==> config.mk <==
export PLATFORM = sky130hd
export DESIGN_NAME = pipe_collect
export DESIGN_NICKNAME = d
export VERILOG_FILES = /design/src/rtl/pipe_collect_pkg.sv /design/src/rtl/sync_fifo.sv /design/src/rtl/pipe_collect.sv
export SDC_FILE = /design/constraint.sdc
export NUM_CORES = 1
export LEC_CHECK = 0
export BUFFER_PORTS_ARGS = -buffer_cell sky130_fd_sc_hd__buf_4
export CORE_MARGIN = 4
export CORE_UTILIZATION = 34
export CTS_CLUSTER_SIZE = 14
export DETAILED_ROUTE_END_ITERATION = 6
export REMOVE_ABC_BUFFERS = 1
export SETUP_SLACK_MARGIN = 0.1
export SYNTH_ARGS = -nofsm -noshare
export SYNTH_HDL_FRONTEND = slang
export SYNTH_HIERARCHICAL = 1
export SYNTH_SLANG_ARGS = --single-unit
export TNS_END_PERCENT = 1
==> constraint.sdc <==
create_clock -name clk -period 2.39 [get_ports clk]
set_clock_uncertainty 0.05 [all_clocks]
set_input_delay 0.1195 -clock clk [delete_from_list [all_inputs] [get_ports clk]]
set_output_delay 0.1195 -clock clk [all_outputs]
set_load 0.01 [all_outputs]
==> src/rtl/pipe_collect_pkg.sv <==
// Shared constants for the upstream result pipeline and its collector FIFO.
package pipe_collect_pkg;

  localparam int unsigned PIPE_N     = 10;
  localparam int unsigned PIPE_LAT   = 3;
  localparam int unsigned FIFO_DEPTH = 4;
  localparam int unsigned DROP_CNT_W = 8;

  function automatic logic [DROP_CNT_W-1:0] sat_inc(input logic [DROP_CNT_W-1:0] v);
    return (v == '1) ? v : v + 1'b1;
  endfunction

endpackage

==> src/rtl/sync_fifo.sv <==
// Single-clock FIFO with occupancy count; storage is deliberately left unreset.
module sync_fifo
  import pipe_collect_pkg::*;
#(
  parameter int unsigned N     = PIPE_N,
  parameter int unsigned DEPTH = FIFO_DEPTH
) (
  input  logic                   clk,
  input  logic                   rst_n,
  input  logic                   wr_en_i,
  input  logic [N-1:0]           wr_data_i,
  input  logic                   rd_en_i,
  output logic [N-1:0]           rd_data_o,
  output logic                   full_o,
  output logic                   empty_o,
  output logic [$clog2(DEPTH):0] level_o
);

  localparam int unsigned AW = $clog2(DEPTH);
  localparam logic [AW:0] DEPTH_L = (AW+1)'(DEPTH);

  logic [N-1:0]  mem_q [DEPTH];
  logic [AW-1:0] wr_ptr_q, wr_ptr_d;
  logic [AW-1:0] rd_ptr_q, rd_ptr_d;
  logic [AW:0]   level_q, level_d;
  logic          do_wr, do_rd;

  assign full_o    = (level_q == DEPTH_L);
  assign empty_o   = (level_q == '0);
  assign level_o   = level_q;
  assign rd_data_o = mem_q[rd_ptr_q];

  // A write into a full FIFO is accepted only when a read frees the slot in the same cycle.
  assign do_rd = rd_en_i && !empty_o;
  assign do_wr = wr_en_i && (!full_o || do_rd);

  always_comb begin
    wr_ptr_d = wr_ptr_q;
    rd_ptr_d = rd_ptr_q;
    level_d  = level_q;
    if (do_wr) wr_ptr_d = wr_ptr_q + 1'b1;
    if (do_rd) rd_ptr_d = rd_ptr_q + 1'b1;
    case ({do_wr, do_rd})
      2'b10:   level_d = level_q + 1'b1;
      2'b01:   level_d = level_q - 1'b1;
      default: level_d = level_q;
    endcase
  end

  always_ff @(posedge clk or negedge rst_n) begin
    if (!rst_n) begin
      wr_ptr_q <= '0;
      rd_ptr_q <= '0;
      level_q  <= '0;
    end else begin
      wr_ptr_q <= wr_ptr_d;
      rd_ptr_q <= rd_ptr_d;
      level_q  <= level_d;
    end
  end

  always_ff @(posedge clk) begin
    if (do_wr) mem_q[wr_ptr_q] <= wr_data_i;
  end

endmodule

==> src/rtl/pipe_collect.sv <==
// Tracks issued operands through the upstream pipeline latency and collects
// the matching results into a FIFO, counting any that arrive while it is full.
module pipe_collect
  import pipe_collect_pkg::*;
#(
  parameter int unsigned N     = PIPE_N,
  parameter int unsigned LAT   = PIPE_LAT,
  parameter int unsigned DEPTH = FIFO_DEPTH
) (
  input  logic                   clk,
  input  logic                   rst_n,
  input  logic                   in_valid,
  input  logic [N-1:0]           F,
  output logic [N-1:0]           out_data,
  output logic                   out_valid,
  input  logic                   out_ready,
  output logic [$clog2(DEPTH):0] level,
  output logic                   overflow,
  output logic [DROP_CNT_W-1:0]  drop_cnt
);

  logic [LAT-1:0]        tag_q, tag_d;
  logic                  overflow_q, overflow_d;
  logic [DROP_CNT_W-1:0] drop_cnt_q, drop_cnt_d;
  logic                  push, drop;
  logic                  fifo_full, fifo_empty;

  assign push      = tag_q[LAT-1];
  assign out_valid = !fifo_empty;
  // Full implies non-empty, so a ready consumer always frees the slot this push needs.
  assign drop      = push && fifo_full && !out_ready;
  assign overflow  = overflow_q;
  assign drop_cnt  = drop_cnt_q;

  always_comb begin
    tag_d      = '0;
    tag_d[0]   = in_valid;
    for (int unsigned i = 1; i < LAT; i++) tag_d[i] = tag_q[i-1];
    overflow_d = overflow_q;
    drop_cnt_d = drop_cnt_q;
    if (drop) begin
      overflow_d = 1'b1;
      drop_cnt_d = sat_inc(drop_cnt_q);
    end
  end

  always_ff @(posedge clk or negedge rst_n) begin
    if (!rst_n) begin
      tag_q      <= '0;
      overflow_q <= 1'b0;
      drop_cnt_q <= '0;
    end else begin
      tag_q      <= tag_d;
      overflow_q <= overflow_d;
      drop_cnt_q <= drop_cnt_d;
    end
  end

  sync_fifo #(
    .N     (N),
    .DEPTH (DEPTH)
  ) u_fifo (
    .clk       (clk),
    .rst_n     (rst_n),
    .wr_en_i   (push),
    .wr_data_i (F),
    .rd_en_i   (out_ready),
    .rd_data_o (out_data),
    .full_o    (fifo_full),
    .empty_o   (fifo_empty),
    .level_o   (level)
  );

endmodule

After elaboration in Yosys (flattened, before gate mapping)

Memories as Yosys holds them, arrays and structs flattened.
Cells that the tools add are included.

Input bits: 14
Output and inout port bits: 23
Bits in registers: 19
Memories kept: 1
Bits in writable memories: 40

Add/subtract/negate cells: 5
Muxes and demuxes: 3
Reduce and logical (&&, ||, !) cells: 11
Eq/ne operators: 4
Bitwise gates (word level): 1

Memories:

| name         | depth | width | rd ports | clocked after Yosys merged registers in | write ports | RTL line        | source |
|---|---|---|---|---|---|---|---|
| u_fifo.mem_q | 4     | 10    | 1        | 0                                       | 1           | sync_fifo.sv:22 | `logic [N-1:0] mem_q [DEPTH];` |

Operators by type and width:

| kind                                                                  | count |
|---|---|
| 8-bit by 1-bit adder with 8-bit output, second input constant         | 1 |
| 8-bit equality test, second input constant                            | 1 |
| 3-bit case mux with 2 select lines                                    | 1 |
| 2-bit by 1-bit adder with 2-bit output, second input constant         | 2 |
| 1-bit logical AND                                                     | 4 |
| 3-bit by 1-bit adder with 3-bit output, second input constant         | 1 |
| 3-bit equality test, second input constant                            | 1 |
| 1-bit logical NOT                                                     | 3 |
| 3-bit logical NOT                                                     | 1 |
| 3-bit by 1-bit subtractor with 3-bit output, second input constant    | 1 |
| 2-bit by 1-bit equality test with 1-bit output, second input constant | 1 |
| 2-bit equality test, second input constant                            | 1 |
| 1-bit two-way mux                                                     | 2 |
| 2-bit AND reduction                                                   | 1 |
| 2-bit nonzero test                                                    | 1 |
| 1-bit logical OR                                                      | 1 |
| 1-bit inverter                                                        | 1 |

Depth between registers and ports, before layout

Depth after elaboration: 7
Depth in mapped cells: 9
Gate-level depth less buffers: 9

Modules after synthesis

Netlist, hierarchy kept.

Modules (own cells, without submodules):

| module       | cells each | area each (um2) | times used | seq. area each (um2) |
|---|---|---|---|---|
| sync_fifo    | 90         | 1873.0          | 1          | 1376.3 |
| pipe_collect | 44         | 555.5           | 1          | 300.3 |

Least setup slack after synthesis

No wires, ideal clock.

Path kind: register -> register
From: reg u_fifo.level_q[0], in the netlist u_fifo/level_o[0]
To: reg u_fifo.level_q[2], in the netlist u_fifo/level_o[2]
Path slack: 168 ps
Stages on the path, launching flop included: 10
Arrival time: 2093 ps
Buffers on the path: 0
Library setup time: 79 ps
Cells stage by stage: dfrtp_1 -> or3b_1 -> o21a_4 -> inv_1 -> ha_1 -> inv_1 -> fa_1 -> xor2_1 -> nor2_1 -> xor2_1

Longest elaborated chain between the ends: 7
Elaborated cells between the ends (all ways): 13
Those cells by class: add/sub: 2; eq/ne: 3; mux: 1; reduce/logical: 7

Ends and longest elaborated chain:

| what                                                                                         | RTL line        | source |
|---|---|---|
| from (decl)                                                                                  | sync_fifo.sv:25 | `logic [AW:0] level_q, level_d;` |
| from (signal assigned)                                                                       | sync_fifo.sv:58 | `level_q <= level_d;` |
| 3-bit logical NOT                                                                            | sync_fifo.sv:29 | `assign empty_o = (level_q == '0);` |
| 1-bit logical NOT                                                                            | sync_fifo.sv:34 | `assign do_rd = rd_en_i && !empty_o;` |
| 1-bit logical AND                                                                            | sync_fifo.sv:34 |  |
| 1-bit logical OR                                                                             | sync_fifo.sv:35 | `assign do_wr = wr_en_i && (!full_o \|\| do_rd);` |
| 1-bit logical AND                                                                            | sync_fifo.sv:35 |  |
| 2-bit by 1-bit equality test with 1-bit output / 2-bit equality test (equally long branches) | sync_fifo.sv:43 | `case ({do_wr, do_rd})` |
| 3-bit case mux with 2 select lines / 2-bit nonzero test (equally long branches)              | --              |  |

Parallel ways exist; a longest one is shown, timed or not.
A chain may end at the register's enable or synchronous reset.

Worst setup path after layout

From: reg u_fifo.level_q[1], in the netlist u_fifo/level_o[1]
To: reg u_fifo.level_q[2], in the netlist u_fifo/level_o[2]

The elaborated chain is that of the path after synthesis.

==> results by group <==
Outcome
  • Status: finished clean

CTS
  • Cts bufs inserted: 9
  • Clock-pin transition on the worst setup and hold timing paths: 60 ps
  • CTS tree: done
  • Root buffer cell: clkbuf_8
  • Worst-Skew Late Latency: 330 ps
  • Clock sinks: 59
  • H-tree Lvls: 3
  • Maximum clock path buffer count: 2

Place
  • Post-DP HPWL: 2860 um
  • Placement-stage cell area: 2814 um^2
  • Port bufs: 36
  • Post-Place Worst Slack: 107.7 ps
  • Post-Place Cells: 265
  • Routability cong.: 0.7987

Route
  • Final antenna-violating net count: 0
  • Vias: 1352
  • Drt wl/cell: 14.71 um
  • Via/cell ratio: 4.537
  • DRC errors left: 0
  • Drt first-iter violations: 64
  • Routed WL: 4383 um
  • Pre-antenna DRT Iters: 4

Power and ir drop
  • Sw Ratio: 30.88%
  • Sequential share of power: 44.0%
  • Clock share of power: 21.2%
  • Lkg Pwr: 0.001232 uW
  • VDD IR max: 0.0007407 V
  • Combinational Power Share: 34.8%
  • Cell area power density: 1090 nW/um^2
  • Psw: 1060 uW
  • Total chip power: 3432 uW
  • Pint: 2372 uW

GRT
  • Initial antenna violation count: 0
  • Largest net degree at the start of global routing: 20
  • Grt ovf: 0
  • Vias in the first global route: 1505
  • Total GRT Usage: 11.53%
  • First-pass GRT wire length: 7307 um

Floorplanning
  • Io pins: 37
  • Die Wd: 92.52 um
  • Core Box Area: 6869 um^2
  • Die height: 92.52 um
  • Total die area: 8559 um^2
  • Num rows: 30
  • Starting Density: 35.36%

Logic synthesis
  • Ys Warns: 6
  • Post-synth cell types: 35
  • Syn Inst Count: 134
  • Syn avg cell area: 18.12 um^2
  • #FFs+latches synth: 59
  • Synthesized cell area: 2429 um^2
  • Sequential area share after synthesis: 69.04%

Setup path
  • Reg2Reg Depth: 9
  • Max incr delay on CP: 410 ps
  • CP top delay family: simple AND/OR/NAND/NOR gates
  • WP data arrival: 2410 ps
  • CP Cell Sequence: or3b_4 -> o21a_4 -> inv_2 -> ha_4 -> inv_2 -> fa_2 -> xor2_1 -> nor2_1 -> xor2_1
  • Crit path buffers/inverters: 2
  • Worst setup SP type: flip-flop
  • Setup Crit Path Kind: flip-flop to flip-flop
  • Slowest cell on the critical path: or3b_4
  • WP depth: 9
  • Critical path endpoint category: flip-flop
  • Worst-path maximum fanout: 2
  • Worst endpoint required time: 2590 ps

Finish
  • Antenna cells: 0
  • Post-route insts no fill: 298
  • Layout cells sized above 1: 41.58%
  • Final nets: 218
  • Final Cell Area: 3149 um^2
  • Layout area overhead: 29.68%

STA
  • Fin Setup TNS: 0 ps
  • Final Critical Period: 2210 ps
  • Final hold vios: 0
  • Final worst-path setup slack: 180.1 ps
  • Worst slew pin tran: 556.9 ps
  • FMAX: 0.4525 GHz
  • Final count of pins violating max slew: 0
  • Final Cycle Share: 92.47%
  • Setup Viol. Count Final: 0
  • Unrepaired setup endpoints after global routing: yes
  • Relative slew slack: 62.88%

Min path
  • Hold WC Path Type: primary input to asynchronous set/reset pin

Flow run
  • Max_cap viols: 0
## worst paths after layout
check                                  startpoint                  to  slack, ps
min in group clk                        out_ready  u_fifo/rd_ptr_q[0]        170
worst max register to register  u_fifo/level_o[1]   u_fifo/level_o[2]        180
worst max-delay path            u_fifo/level_o[1]   u_fifo/level_o[2]        180
max in group asynchronous                   rst_n  u_fifo/rd_ptr_q[1]       1920
worst min register to register           tag_q[1]            tag_q[2]        300
worst min-delay path                        rst_n  u_fifo/wr_ptr_q[0]        160
## state kept, by name (all words and copies together), names as in the netlist
register and count:
tag_q 3, u_fifo/mem_q 40, u_fifo/level_o 3, u_fifo/rd_ptr_q 2, drop_cnt 8, overflow 1
u_fifo/wr_ptr_q 2
## per-layer routing
| metal | vias to the layer above | track usage, % | routed length (um) |
|---|---|---|---|
| met5 | - | 0 | 0 |
| met4 | 0 | 3.837 | 61 |
| met3 | 8 | 5.686 | 268 |
| met2 | 37 | 18.97 | 2117 |
| met1 | 679 | 13.06 | 1935 |
| li1 | 628 | - | - |
## area by class of cell
| type | instances | area [um^2] |
|---|---|---|
| fillers | 614 | 3720 |
| flip-flops and latches | 59 | 1677 |
| multi-input cells | 64 | 719.4 |
| repair buffers | 55 | 442.9 |
| clock buffers | 10 | 127.6 |
| well taps | 96 | 120.1 |
| clock inverters | 6 | 32.53 |
| inverters | 8 | 30.03 |
## synthesized netlist by cell type
| master | n | share of area [%] |
|---|---|---|
| a211oi_1 | 2 | 0.62 |
| a21boi_0 | 1 | 0.31 |
| a21o_4 | 1 | 0.62 |
| a21oi_1 | 1 | 0.21 |
| and2_2 | 4 | 1.2 |
| and3_4 | 1 | 0.46 |
| and4_4 | 1 | 0.46 |
| buf_2 | 1 | 0.21 |
| buf_6 | 1 | 0.46 |
| clkbuf_1 | 1 | 0.15 |
| dfrtp_1 | 19 | 20 |
| edfxtp_1 | 40 | 49 |
| fa_1 | 1 | 0.82 |
| ha_1 | 6 | 3.1 |
| inv_1 | 8 | 1.2 |
| mux2_1 | 1 | 0.46 |
| mux2_2 | 1 | 0.46 |
| mux2_4 | 2 | 1.2 |
| mux2i_1 | 2 | 0.82 |
| mux4_2 | 10 | 9.3 |
| nand2_1 | 6 | 0.93 |
| nand2b_1 | 1 | 0.26 |
| nand3_1 | 1 | 0.21 |
| nand3b_1 | 1 | 0.31 |
| nand4_1 | 2 | 0.52 |
| nand4b_1 | 1 | 0.36 |
| nor2_1 | 1 | 0.15 |
| nor3_1 | 3 | 0.62 |
| nor3b_2 | 1 | 0.52 |
| o21a_4 | 1 | 0.62 |
| o21bai_1 | 1 | 0.31 |
| o31a_2 | 1 | 0.41 |
| or3b_1 | 1 | 0.36 |
| xnor2_1 | 4 | 1.4 |
| xor2_1 | 5 | 1.8 |
## power groups by stage
stage	logic, uW	clock network [uW]	registers, uW
2_1_floorplan	591	0	1550
3_3_place_gp	1080	0	1520
3_5_place_dp	1110	0	1550
4_1_cts	1170	759	1510
5_1_grt	1310	819	1540
6_report	1190	729	1510
## repair_timing
item                                    CTS  global route
resized for setup                         0             6
gates cloned                              0             0
setup buffers                             2             3
endpoints found under the hold margin    60             0
endpoints found under the setup margin    1             1
pin swaps                                 0             5
hold buffers                             12             0
## layout by cell type (no fill, tap or decap), drive strengths merged, types with 3 or more instances in the layout
cell type    Yosys  routed
edfxtp          40      40
dlygate4sd3      0      12
buf              2      43
mux2             4       4
nand2            6       6
nor3             3       3
xnor2            4       4
dfrtp           19      19
and2             4       4
inv              8       8
ha               6       6
xor2             5       5
clkbuf           1      10
mux4            10      10
clkinv           0       4
## logic make-up after synthesis
family	count (synthesis)	synth area share [%]
flip-flops	59	69.04
AND/OR/NAND/NOR	24	6.388
multiplexers	16	12.26
buffers and inverters	11	2.060
XOR/XNOR	9	3.246
AO/OA/AOI/OAI	8	3.091
adder cells (fa/ha/maj)	7	3.915
## per-stage QoR
step / hold WS (ps) / util (%)
after global routing: 166.8 / 45.85
after floorplan: -226.1 / -
after CTS: 104.4 / 45.26
after global placement: -42.38 / 40.97
after detailed placement: -36.69 / 40.97
final: 156.1 / 45.85
Power figures use the tool's default switching activity.
